## src/rtl/dispatch_alloc_pkg.sv

```systemverilog
// Shared sizes, index/pointer types and stall-cause encoding for the dispatch allocator.
package dispatch_alloc_pkg;

  localparam int WIDTH          = 3;
  localparam int RS_SIZE        = 16;
  localparam int LQ_SIZE        = 8;
  localparam int SQ_SIZE        = 8;
  localparam int REL_PORTS      = 2;

  localparam int DISPATCH_WIDTH = WIDTH;
  localparam int CNT_W          = $clog2(WIDTH + 1);
  localparam int RS_IDX_W       = $clog2(RS_SIZE);
  localparam int LQ_IDX_W       = $clog2(LQ_SIZE);
  localparam int SQ_IDX_W       = $clog2(SQ_SIZE);

  // Running sums must hold the largest queue's full free count.
  localparam int MAX_SIZE = (RS_SIZE > LQ_SIZE) ?
                            ((RS_SIZE > SQ_SIZE) ? RS_SIZE : SQ_SIZE) :
                            ((LQ_SIZE > SQ_SIZE) ? LQ_SIZE : SQ_SIZE);
  localparam int SUM_W    = $clog2(MAX_SIZE) + 1;

  typedef logic [RS_IDX_W-1:0] rs_idx_t;
  typedef logic [LQ_IDX_W-1:0] lq_idx_t;
  typedef logic [SQ_IDX_W-1:0] sq_idx_t;

  typedef struct packed {
    logic    wrap;
    lq_idx_t idx;
  } lq_ptr_t;

  typedef struct packed {
    logic    wrap;
    sq_idx_t idx;
  } sq_ptr_t;

  localparam int STALL_RS  = 0;
  localparam int STALL_LQ  = 1;
  localparam int STALL_SQ  = 2;
  localparam int STALL_ROB = 3;

  // One-hot blocking cause for a lane that failed at least one resource check.
  function automatic logic [3:0] stall_vec(input logic rob_ok, input logic sq_ok,
                                           input logic lq_ok);
    logic [3:0] v;
    v = '0;
    if (!rob_ok)      v[STALL_ROB] = 1'b1;
    else if (!sq_ok)  v[STALL_SQ]  = 1'b1;
    else if (!lq_ok)  v[STALL_LQ]  = 1'b1;
    else              v[STALL_RS]  = 1'b1;
    return v;
  endfunction

endpackage

```

## src/rtl/queue_ptr_ring.sv

```systemverilog
// Head/tail pointer pair with wrap bits for a circular load or store queue.
module queue_ptr_ring
  import dispatch_alloc_pkg::*;
#(
  parameter int  SIZE  = LQ_SIZE,
  parameter type ptr_t = lq_ptr_t
) (
  input  logic                     clock,
  input  logic                     reset,
  input  logic                     flush,
  input  logic [CNT_W-1:0]         alloc_cnt,
  input  logic [CNT_W-1:0]         commit_cnt,
  output logic [$clog2(SIZE)-1:0]  tail_idx,
  output logic [$clog2(SIZE):0]    free_cnt
);

  localparam int IDX_W = $clog2(SIZE);

  ptr_t             head;
  ptr_t             tail;
  logic [IDX_W:0]   head_v;
  logic [IDX_W:0]   tail_v;
  logic [IDX_W:0]   count;
  logic [IDX_W:0]   head_next;

  assign head_v    = head;
  assign tail_v    = tail;
  assign count     = tail_v - head_v;
  assign free_cnt  = (IDX_W+1)'(SIZE) - count;
  assign head_next = head_v + (IDX_W+1)'(commit_cnt);
  assign tail_idx  = tail.idx;

  // A flush discards every uncommitted entry, so the tail snaps to the new head.
  always_ff @(posedge clock or posedge reset) begin
    if (reset) begin
      head <= '0;
      tail <= '0;
    end else begin
      head <= ptr_t'(head_next);
      tail <= flush ? ptr_t'(head_next) : ptr_t'(tail_v + (IDX_W+1)'(alloc_cnt));
    end
  end

  commit_within_occupancy: assert property (
    @(posedge clock) disable iff (reset) (IDX_W+1)'(commit_cnt) <= count);

endmodule

```

## src/rtl/rs_free_pick.sv

```systemverilog
// Finds the DISPATCH_WIDTH lowest free reservation-station entries with a
// chain of priority encoders, each masking out the previous winner.
module rs_free_pick
  import dispatch_alloc_pkg::*;
(
  input  logic [RS_SIZE-1:0]                 free_map,
  output logic [DISPATCH_WIDTH*RS_IDX_W-1:0] pick_idx,
  output logic [DISPATCH_WIDTH-1:0]          pick_valid
);

  logic [RS_SIZE-1:0] mask;

  always_comb begin
    mask       = free_map;
    pick_idx   = '0;
    pick_valid = '0;
    for (int k = 0; k < DISPATCH_WIDTH; k++) begin
      // Descending scan so the last hit is the lowest set bit.
      for (int j = RS_SIZE - 1; j >= 0; j--) begin
        if (mask[j]) begin
          pick_valid[k]                        = 1'b1;
          pick_idx[k*RS_IDX_W +: RS_IDX_W]     = rs_idx_t'(j);
        end
      end
      if (pick_valid[k]) begin
        mask[pick_idx[k*RS_IDX_W +: RS_IDX_W]] = 1'b0;
      end
    end
  end

endmodule

```

## src/rtl/dispatch_alloc.sv

```systemverilog
// Dispatch-stage allocator: grants an in-order prefix of lanes and hands out
// RS, LQ and SQ slots, gated by ROB space.
module dispatch_alloc
  import dispatch_alloc_pkg::*;
(
  input  logic                                clock,
  input  logic                                reset,
  input  logic                                flush,
  input  logic [DISPATCH_WIDTH-1:0]           in_valid,
  input  logic [DISPATCH_WIDTH-1:0]           in_is_load,
  input  logic [DISPATCH_WIDTH-1:0]           in_is_store,
  input  logic [CNT_W-1:0]                    rob_free_cnt,
  input  logic [REL_PORTS-1:0]                rel_valid,
  input  logic [REL_PORTS*RS_IDX_W-1:0]       rel_idx,
  input  logic [CNT_W-1:0]                    lq_commit_cnt,
  input  logic [CNT_W-1:0]                    sq_commit_cnt,
  output logic [DISPATCH_WIDTH-1:0]           out_fire,
  output logic [DISPATCH_WIDTH*RS_IDX_W-1:0]  out_rs_idx,
  output logic [DISPATCH_WIDTH*LQ_IDX_W-1:0]  out_lq_idx,
  output logic [DISPATCH_WIDTH*SQ_IDX_W-1:0]  out_sq_idx,
  output logic [CNT_W-1:0]                    out_cnt,
  output logic [3:0]                          stall_cause
);

  logic [RS_SIZE-1:0]                 rs_free;
  logic [DISPATCH_WIDTH*RS_IDX_W-1:0] pick_idx;
  logic [DISPATCH_WIDTH-1:0]          pick_valid;

  lq_idx_t                            lq_tail_idx;
  sq_idx_t                            sq_tail_idx;
  logic [LQ_IDX_W:0]                  lq_free;
  logic [SQ_IDX_W:0]                  sq_free;

  logic [DISPATCH_WIDTH-1:0]          fire;
  logic [DISPATCH_WIDTH*RS_IDX_W-1:0] rs_flat;
  logic [DISPATCH_WIDTH*LQ_IDX_W-1:0] lq_flat;
  logic [DISPATCH_WIDTH*SQ_IDX_W-1:0] sq_flat;
  logic [3:0]                         stall;
  logic [CNT_W-1:0]                   fire_cnt;
  logic [CNT_W-1:0]                   lq_alloc_cnt;
  logic [CNT_W-1:0]                   sq_alloc_cnt;
  logic [RS_SIZE-1:0]                 alloc_mask;
  logic [RS_SIZE-1:0]                 rel_mask;

  logic                               blocked;
  logic                               rob_ok;
  logic                               rs_ok;
  logic                               lq_ok;
  logic                               sq_ok;
  logic [SUM_W-1:0]                   fire_sum;
  logic [SUM_W-1:0]                   ld_sum;
  logic [SUM_W-1:0]                   st_sum;
  rs_idx_t                            lane_rs;

  rs_free_pick u_pick (
    .free_map   (rs_free),
    .pick_idx   (pick_idx),
    .pick_valid (pick_valid)
  );

  queue_ptr_ring #(.SIZE(LQ_SIZE), .ptr_t(lq_ptr_t)) u_lq_ring (
    .clock      (clock),
    .reset      (reset),
    .flush      (flush),
    .alloc_cnt  (lq_alloc_cnt),
    .commit_cnt (lq_commit_cnt),
    .tail_idx   (lq_tail_idx),
    .free_cnt   (lq_free)
  );

  queue_ptr_ring #(.SIZE(SQ_SIZE), .ptr_t(sq_ptr_t)) u_sq_ring (
    .clock      (clock),
    .reset      (reset),
    .flush      (flush),
    .alloc_cnt  (sq_alloc_cnt),
    .commit_cnt (sq_commit_cnt),
    .tail_idx   (sq_tail_idx),
    .free_cnt   (sq_free)
  );

  // Walk lanes in order with running resource sums; the first valid lane that
  // does not fit latches the stall cause and shadows every later lane.
  always_comb begin
    fire       = '0;
    rs_flat    = '0;
    lq_flat    = '0;
    sq_flat    = '0;
    stall      = '0;
    alloc_mask = '0;
    blocked    = 1'b0;
    fire_sum   = '0;
    ld_sum     = '0;
    st_sum     = '0;
    rob_ok     = 1'b0;
    rs_ok      = 1'b0;
    lq_ok      = 1'b0;
    sq_ok      = 1'b0;
    lane_rs    = '0;
    for (int i = 0; i < DISPATCH_WIDTH; i++) begin
      rob_ok  = (fire_sum + SUM_W'(1)) <= SUM_W'(rob_free_cnt);
      lq_ok   = (ld_sum + SUM_W'(in_is_load[i])) <= SUM_W'(lq_free);
      sq_ok   = (st_sum + SUM_W'(in_is_store[i])) <= SUM_W'(sq_free);
      rs_ok   = pick_valid[fire_sum[CNT_W-1:0]];
      lane_rs = pick_idx[fire_sum[CNT_W-1:0]*RS_IDX_W +: RS_IDX_W];
      if (in_valid[i] && !blocked && !flush) begin
        if (rob_ok && rs_ok && lq_ok && sq_ok) begin
          fire[i]                              = 1'b1;
          rs_flat[i*RS_IDX_W +: RS_IDX_W]      = lane_rs;
          alloc_mask[lane_rs]                  = 1'b1;
          if (in_is_load[i]) begin
            lq_flat[i*LQ_IDX_W +: LQ_IDX_W]    = lq_tail_idx + LQ_IDX_W'(ld_sum);
            ld_sum                             = ld_sum + SUM_W'(1);
          end
          if (in_is_store[i]) begin
            sq_flat[i*SQ_IDX_W +: SQ_IDX_W]    = sq_tail_idx + SQ_IDX_W'(st_sum);
            st_sum                             = st_sum + SUM_W'(1);
          end
          fire_sum = fire_sum + SUM_W'(1);
        end else begin
          blocked = 1'b1;
          stall   = stall_vec(rob_ok, sq_ok, lq_ok);
        end
      end
    end
    fire_cnt     = CNT_W'(fire_sum);
    lq_alloc_cnt = CNT_W'(ld_sum);
    sq_alloc_cnt = CNT_W'(st_sum);
  end

  always_comb begin
    rel_mask = '0;
    for (int p = 0; p < REL_PORTS; p++) begin
      if (rel_valid[p]) begin
        rel_mask[rel_idx[p*RS_IDX_W +: RS_IDX_W]] = 1'b1;
      end
    end
  end

  // Releases land at the same edge as allocations, so a freed entry is only
  // visible to the picker from the next cycle on.
  always_ff @(posedge clock or posedge reset) begin
    if (reset) begin
      rs_free <= '1;
    end else if (flush) begin
      rs_free <= '1;
    end else begin
      rs_free <= (rs_free & ~alloc_mask) | rel_mask;
    end
  end

  assign out_fire    = reset ? '0 : fire;
  assign out_rs_idx  = reset ? '0 : rs_flat;
  assign out_lq_idx  = reset ? '0 : lq_flat;
  assign out_sq_idx  = reset ? '0 : sq_flat;
  assign out_cnt     = reset ? '0 : fire_cnt;
  assign stall_cause = reset ? '0 : stall;

  no_load_and_store: assert property (
    @(posedge clock) disable iff (reset) (in_valid & in_is_load & in_is_store) == '0);

  no_release_of_free: assert property (
    @(posedge clock) disable iff (reset) flush || ((rel_mask & rs_free) == '0));

endmodule
```

## config.mk

```make
export PLATFORM = sky130hd
export DESIGN_NAME = dispatch_alloc
export DESIGN_NICKNAME = d
export VERILOG_FILES = /design/src/rtl/dispatch_alloc_pkg.sv /design/src/rtl/queue_ptr_ring.sv /design/src/rtl/rs_free_pick.sv /design/src/rtl/dispatch_alloc.sv
export SDC_FILE = /design/constraint.sdc
export NUM_CORES = 1
export LEC_CHECK = 0
export CELL_PAD_IN_SITES_DETAIL_PLACEMENT = 2
export CELL_PAD_IN_SITES_GLOBAL_PLACEMENT = 2
export CORE_ASPECT_RATIO = 0.75
export CORE_MARGIN = 1
export CORE_UTILIZATION = 36
export DETAILED_ROUTE_END_ITERATION = 12
export HOLD_SLACK_MARGIN = 0.12
export PLACE_DENSITY_LB_ADDON = 0.1
export SYNTH_ARGS = -nofsm -noshare
export SYNTH_HDL_FRONTEND = slang
export SYNTH_SLANG_ARGS = --single-unit
```

## constraint.sdc

```tcl
create_clock -name clock -period 23.8 [get_ports clock]
set_input_delay 4.76 -clock clock [delete_from_list [all_inputs] [get_ports clock]]
set_output_delay 4.76 -clock clock [all_outputs]
set_load 0.01 [all_outputs]
```

==> impl_metrics.sql, run 1 <==
INSERT INTO impl_metrics (metric_group, metric, value, unit) VALUES
('timing', 'worst_skew', '0.006660', 'ns'),
('grt', 'antenna_found_initial', '0', ''),
('setup_path', 'critPathCaptureType', 'primary output', ''),
('synth', 'post_synthesis_simple_gate_area_fraction', '28.12', '%'),
('detailed_routing', 'highest_layer', 'met4', ''),
('detailed_routing', 'detailroute.wirelength.met2', '9321', 'microns'),
('detailed_routing', 'drt_first_iter_violations', '390', ''),
('setup_path', 'slowest_delay', '0.63', 'ns'),
('synth', 'synth.net_count', '714', ''),
('pwr', 'comb_power_share', '73.5', '%'),
('grt', 'first_global_vias', '5816', ''),
('place', 'port_buffers', '66', ''),
('timing', 'timing.final.crit_share', '75.18', '%'),
('status', 'run_status', 'finished, final reports clean', ''),
('min_path', 'tightest_hold_check_type', 'reg2reg', ''),
('synth', 'number_of_synthesized_flops_with_an_enable_pin', '0', ''),
('detailed_routing', 'post_drt_wl_per_cell', '24.98', 'microns'),
('synth', 'synthesis.yosys.warnings', '0', ''),
('cts', 'post_cts_resize_count', '0', ''),
('cts', 'cts_setup_buffers', '0', ''),
('grt', 'globalRouteOverflowTotal', '0', ''),
('setup_path', 'r2r_cell_count', '36', ''),
('finish', 'final_cell_count_without_fillers', '866', ''),
('cts', 'clk_pin_slew', '0.06', 'ns'),
('finish', 'layout-drive-gt1-share', '12.09', '%'),
('pwr', 'netSwitchingPower', '335.0', 'uW'),
('setup_path', 'critical-path-slowest-cell', 'a2111oi_2', ''),
('synth', 'synth_cells', '632', ''),
('detailed_routing', 'route.met3.wl', '1880', 'microns'),
('timing', 'timing.final.max_slew_violations', '0', ''),
('finish', 'antennaDiodeCount', '0', ''),
('grt', 'grt_max_degree', '34', ''),
('cts', 'tritoncts.num_buffers', '5', ''),
('cts', 'clock_tree.root_cell', 'clkbuf_16', ''),
('floorplan', 'design.core.area', '13150', 'sq um'),
('setup_path', 'critical_path.reg2reg.endpoint', 'u_sq_ring.tail_idx[2]$_DFF_PP0_', ''),
('pwr', 'netSwitchingFraction', '54.05', '%'),
('detailed_routing', 'drtAntennaViolNets', '0', ''),
('cts', 'clock_sinks', '32', ''),
('synth', 'fraction_of_registers_with_async_set_reset', '100.0', '%'),
('pwr', 'cell_internal_pwr', '284.8', 'uW'),
('timing', 'finalSetupViolations', '0', ''),
('floorplan', 'fp.dieH', '103.3', 'microns'),
('setup_path', 'critPathKind', 'in2out', ''),
('detailed_routing', 'drtPass1Iterations', '5', ''),
('synth', 'synthAdderAreaFrac', '15.49', '%'),
('pwr', 'clock_power_share', '10.6', '%'),
('setup_path', 'cp_data_required_time', '19.04', 'ns'),
('cts', 'cts_hold_buffers', '0', ''),
('synth', 'synth_seq_area_share', '16.66', '%'),
('setup_path', 'critical-path-top-cell-by-count', 'ha_1', ''),
('grt', 'grt_first_pass_wirelength', '33400', 'microns'),
('synth', 'synth_flop_cell', 'dfstp_2', ''),
('pwr', 'largest_vdd_supply_drop', '0.06044', 'mV'),
('cts', 'cts_tree', 'yes', ''),
('pwr', 'total_leakage_power', '0.002322', 'uW'),
('floorplan', 'floorplan.die.width', '137.1', 'microns'),
('floorplan', 'die-area', '14160', 'sq um'),
('synth', 'synth_compound_area_share', '27.89', '%'),
('finish', 'design.final.nets', '776', ''),
('place', 'dp.cells', '858', ''),
('floorplan', 'top_level_ports', '67', ''),
('detailed_routing', 'vias', '5603', ''),
('pwr', 'seq_power_share', '15.8', '%'),
('detailed_routing', 'postRouteWirelength', '21640', 'microns'),
('timing', 'grt_setup_unrepaired', 'false', ''),
('synth', 'synthDistinctLibCells', '86', ''),
('flow_run', 'max_cap_violations', '0', ''),
('synth', 'combinational_family_with_the_most_area_after_synthesis', 'simple AND/OR/NAND/NOR gates', ''),
('finish', 'final_util', '44.98', '%'),
('synth', 'multiplexer_fraction_of_the_synthesized_cell_area', '2.261', '%');
-- per-stage QoR --
step / cell area, sq um / worst slack, ns / hold WS (ns) / total power (uW)
6_report: 5916 / 5.908 / 0.5316 / 619.9
5_1_grt: 5916 / 5.449 / 0.5640 / 674.2
4_1_cts: 5916 / 6.043 / 0.5347 / 618.0
3_5_place_dp: 5772 / 6.118 / 0.5182 / 539.1
3_3_place_gp: 5772 / 6.605 / 0.5023 / 507.0
2_1_floorplan: 4926 / 8.338 / 0.4818 / 393.1
-- cells by family after synthesis --
| logic type | after synthesis |
|---|---|
| buf+inv | 73 |
| simple gates | 257 |
| flops | 32 |
| mux | 10 |
| fa+ha+maj | 56 |
| xor+xnor | 21 |
| compound gates | 183 |
-- power by group through the flow --
stage          registers, uW  clock network, uW  logic, uW
3_3_place_gp            96.8                  0        410
4_1_cts                 98.1               67.2        453
6_report                98.2               65.8        456
5_1_grt                  101               69.3        504
2_1_floorplan           88.3                  0        305
3_5_place_dp            98.5                  0        441
-- area by class of cell --
type | instances | area (sq um)
Clock buffer | 5 | 125.1
Clock inverter | 3 | 18.77
Fill cell | 1535 | 7237
Inverter | 55 | 206.4
Multi-Input combinational cell | 527 | 3817
Sequential cell | 32 | 820.8
Tap cell | 171 | 214.0
Timing Repair Buffer | 73 | 713.2
-- critical path, delay by kind of cell --
| kind | cells | cell delay, ns |
|---|---|---|
| AND/OR/NAND/NOR | 11 | 3.52 |
| AO/OA/AOI/OAI | 8 | 1.75 |
| buffers and inverters | 5 | 1.37 |
| adder cells (fa/ha/maj) | 5 | 1.24 |
| multiplexers | 1 | 0.46 |
-- registers in the layout (all words and copies together) (netlist names) --
name / cells
rs_free: 16
u_lq_ring.head: 4
u_lq_ring.tail: 1
u_lq_ring.tail_idx: 3
u_sq_ring.head: 4
u_sq_ring.tail: 1
u_sq_ring.tail_idx: 3
-- Yosys cell counts (10+ instances only) --
cell,instances,share of area [%]
dfrtp_1,16,8.1
nor3_1,20,2.0
o221ai_1,17,3.0
o21ai_0,30,3.0
xnor2_1,13,2.3
nand2_1,43,3.3
a21oi_1,25,2.5
and3_1,17,2.2
nand3_1,15,1.5
a31oi_1,16,2.0
o22ai_1,13,1.7
nor2_1,71,5.4
inv_1,53,4.0
or3_1,14,1.8
ha_1,45,11
dfstp_2,16,8.5
nand2b_1,10,1.3
-- per-layer routing --
layer / global-route usage, % / vias up
met2: 48.56 / 222
met1: 46.45 / 2850
met5: 0 / -
met4: 4.142 / 0
met3: 6.140 / 14
li1: - / 2517
-- worst max path at each step --
stage / start / end / slack, ns
after floorplan: in_is_store[0] / out_lq_idx[6] / 8.34
after global placement: flush / out_lq_idx[8] / 6.60
after CTS: flush / out_lq_idx[7] / 6.04
after global routing: rob_free_cnt[1] / out_lq_idx[7] / 5.45
final: rob_free_cnt[1] / out_lq_idx[7] / 5.91
after detailed placement: flush / out_lq_idx[7] / 6.12
Note: power is estimated with default switching activity, not from simulation.
==> run 2, diff against run 1 <==
--- a/config.mk
+++ b/config.mk
@@ -9,7 +9,7 @@
 export CELL_PAD_IN_SITES_GLOBAL_PLACEMENT = 2
 export CORE_ASPECT_RATIO = 0.75
 export CORE_MARGIN = 1
-export CORE_UTILIZATION = 36
+export CORE_UTILIZATION = 30
 export DETAILED_ROUTE_END_ITERATION = 12
 export HOLD_SLACK_MARGIN = 0.12
 export PLACE_DENSITY_LB_ADDON = 0.1
==> constraint.sdc (replaced) <==
create_clock -name clock -period 16.15 [get_ports clock]
set_input_delay 3.23 -clock clock [delete_from_list [all_inputs] [get_ports clock]]
set_output_delay 3.23 -clock clock [all_outputs]
set_load 0.01 [all_outputs]
==> impl_metrics.sql, run 2 (synthesized netlist as in run 1, its figures left out) <==
INSERT INTO impl_metrics (metric_group, metric, value, unit) VALUES
('setup_path', 'r2r-start', 'u_sq_ring.tail_idx[1]$_DFF_PP0_', ''),
('timing', 'finalSetupViolations', '0', ''),
('grt', 'grt_use_total', '26.32', '%'),
('setup_path', 'cp_data_required_time', '12.92', 'ns'),
('finish', 'register_bank_with_the_most_flops', 'rs_free', ''),
('floorplan', 'floorplan.die.width', '150.0', 'microns'),
('place', 'place_hpwl', '17990', 'microns'),
('setup_path', 'critical-path-top-cell-by-count', 'ha_1', ''),
('timing', 'timing.final.max_slew_violations', '0', ''),
('timing', 'grt_setup_unrepaired', 'false', ''),
('detailed_routing', 'drt_drc_violations_left', '0', ''),
('detailed_routing', 'wl_met1', '11060', 'microns'),
('place', 'placement.cell_area', '5813', 'sq um'),
('grt', 'globalRouteOverflowTotal', '0', ''),
('finish', 'final_common_cell', 'nor2_1', ''),
('detailed_routing', 'drt_first_iter_violations', '341', ''),
('detailed_routing', 'drtPass1Iterations', '5', ''),
('pwr', 'largest_vdd_supply_drop', '0.06759', 'mV'),
('detailed_routing', 'highest_layer', 'met4', ''),
('detailed_routing', 'drtAntennaViolNets', '0', ''),
('min_path', 'hold_path_end', 'u_sq_ring.head[0]$_DFF_PP0_', ''),
('cts', 'cts_hold_buffers', '0', ''),
('cts', 'cts.htree.levels', '2', ''),
('cts', 'max-clock-path-buffers', '2', ''),
('pwr', 'p_per_area', '152.6', 'nW/um^2'),
('timing', 'worst_slew_margin_rel', '37.68', '%'),
('cts', 'post_cts_resize_count', '0', ''),
('grt', 'antenna_found_initial', '0', ''),
('setup_path', 'critPathKind', 'in2out', ''),
('floorplan', 'die-area', '16940', 'sq um'),
('timing', 'final_hold_viol_count', '0', ''),
('setup_path', 'slowest_delay', '0.59', 'ns'),
('cts', 'insertion_delay', '0.29', 'ns'),
('detailed_routing', 'route.met3.wl', '1444', 'microns'),
('floorplan', 'initial_core_util', '30.76', '%'),
('setup_path', 'critPathLaunchType', 'primary input', ''),
('setup_path', 'critical_path_peak_fanout', '29', ''),
('finish', 'final_cell_area', '5957', 'sq um'),
('detailed_routing', 'detailroute.wirelength.met2', '8790', 'microns'),
('cts', 'tritoncts.num_buffers', '5', ''),
('setup_path', 'critPathCaptureType', 'primary output', ''),
('pwr', 'total_leakage_power', '0.002313', 'uW'),
('setup_path', 'critical_path.reg2reg.endpoint', 'u_sq_ring.tail_idx[1]$_DFF_PP0_', ''),
('setup_path', 'critical-path-slowest-cell', 'a2111oi_2', ''),
('timing', 'worst_skew', '0.003102', 'ns'),
('detailed_routing', 'vias', '5479', ''),
('grt', 'grt_max_degree', '36', ''),
('grt', 'first_global_vias', '5920', ''),
('cts', 'clock_sinks', '32', ''),
('floorplan', 'top_level_ports', '67', ''),
('timing', 'fmax', '67.51', 'MHz'),
('flow_run', 'max_cap_violations', '0', ''),
('timing', 'finalWorstPathRequiredPeriod', '14.81', 'ns'),
('finish', 'antennaDiodeCount', '0', ''),
('cts', 'cts_tree', 'yes', ''),
('min_path', 'hold_path.startpoint', 'u_sq_ring.head[0]$_DFF_PP0_', ''),
('min_path', 'worst_hold_path.num_cells', '1', ''),
('place', 'gp_congestion', '0.9116', ''),
('detailed_routing', 'postRouteWirelength', '21540', 'microns'),
('finish', 'top_regs', 'rs_free (16), u_lq_ring.head (4), u_sq_ring.head (4)', ''),
('floorplan', 'fp.dieH', '113.0', 'microns'),
('cts', 'clk_pin_slew', '0.06', 'ns'),
('detailed_routing', 'post_drt_wl_per_cell', '23.83', 'microns'),
('setup_path', 'reg2reg_setup_slack', '6.68', 'ns'),
('setup_path', 'r2r_cell_count', '35', ''),
('place', 'port_buffers', '66', ''),
('detailed_routing', 'post_drt_via_cell_ratio', '6.061', ''),
('finish', 'final_util', '37.20', '%'),
('floorplan', 'design.core.area', '16020', 'sq um'),
('setup_path', 'critPathTopFamily', 'simple AND/OR/NAND/NOR gates', ''),
('finish', 'design.final.nets', '775', ''),
('floorplan', 'rows', '40', ''),
('finish', 'largest_reg_flops', '16', ''),
('setup_path', 'worst_ep_arrival_time', '11.58', 'ns'),
('grt', 'grt_first_pass_wirelength', '34200', 'microns'),
('finish', 'commonest_cells_after_routing_fill_and_taps_aside', 'nor2_1 (71), clkdlybuf4s50_1 (66), inv_1 (52), ha_1 (45), nand2_1 (43)', ''),
('finish', 'area_growth', '20.93', '%'),
('setup_path', 'worstPathBufferInverterCount', '6', ''),
('cts', 'clock_tree.root_cell', 'clkbuf_16', ''),
('finish', 'layout-drive-gt1-share', '11.96', '%'),
('cts', 'cts_setup_buffers', '0', ''),
('timing', 'totalNegativeSetupSlack', '0', 'ns'),
('min_path', 'tightest_hold_check_type', 'reg2reg', ''),
('status', 'run_status', 'finished, final reports clean', ''),
('timing', 'worst_slew_pin_slew', '0.9348', 'ns'),
('timing', 'timing.final.crit_share', '91.72', '%');
[run 2: cell count changes in the layout (fill, tap and decap cells not counted), sizes merged]
| cell | previous run | this run |
|---|---|---|
| clkinv | 3 | 4 |
| inv | 55 | 54 |
| buf | 7 | 6 |
[run 2: layout make-up]
type / count / area [sq um]
tap: 210 / 262.8
fill: 1867 / 10060
timing repair buffer: 72 / 705.7
inverter: 55 / 206.4
sequential: 32 / 820.8
clock inverter: 3 / 18.77
clock buffer: 5 / 125.1
multi-input combinational: 527 / 3817
[run 2: how the worst max path moves through the flow]
stage              startpoint  depth (start not counted)  slack, ns            end
6_report                flush                         30       1.34  out_sq_idx[7]
5_1_grt                 flush                         30       0.79  out_sq_idx[7]
4_1_cts                 flush                         30       1.41  out_sq_idx[7]
3_5_place_dp            flush                         30       1.48  out_sq_idx[7]
3_3_place_gp            flush                         30       1.96  out_sq_idx[7]
2_1_floorplan  in_is_store[0]                         28       3.75  out_lq_idx[6]
[run 2: routing by layer]
layer / track usage, % / up-vias
met5: 0 / -
met4: 4.377 / 0
met3: 6.008 / 23
met2: 38.18 / 177
met1: 39.59 / 2773
li1: - / 2506
[run 2: per-stage QoR]
| step | total power, uW | setup slack (ns) | hold WS (ns) | instances |
|---|---|---|---|---|
| floorplan | 579.2 | 3.748 | 0.4818 | 632 |
| global placement | 765.0 | 1.963 | 0.4997 | 896 |
| detailed placement | 809.3 | 1.475 | 0.5081 | 896 |
| CTS | 914.7 | 1.409 | 0.5214 | 904 |
| global route | 998.0 | 0.7864 | 0.5563 | 904 |
| finish | 908.9 | 1.336 | 0.5175 | 904 |
[run 2: power breakdown]
part,switching [uW],internal [uW]
combinational,416,255
sequential,34.8,107
clock,39.6,56.8
==> run 3, diff against run 2 <==
--- a/config.mk
+++ b/config.mk
@@ -10,6 +10,7 @@
 export CORE_ASPECT_RATIO = 0.75
 export CORE_MARGIN = 1
 export CORE_UTILIZATION = 30
+export CTS_CLUSTER_DIAMETER = 60
 export DETAILED_ROUTE_END_ITERATION = 12
 export HOLD_SLACK_MARGIN = 0.12
 export PLACE_DENSITY_LB_ADDON = 0.1
==> results of run 3 <==
The final DEF is identical to that of run 2; final timing and power are the same.
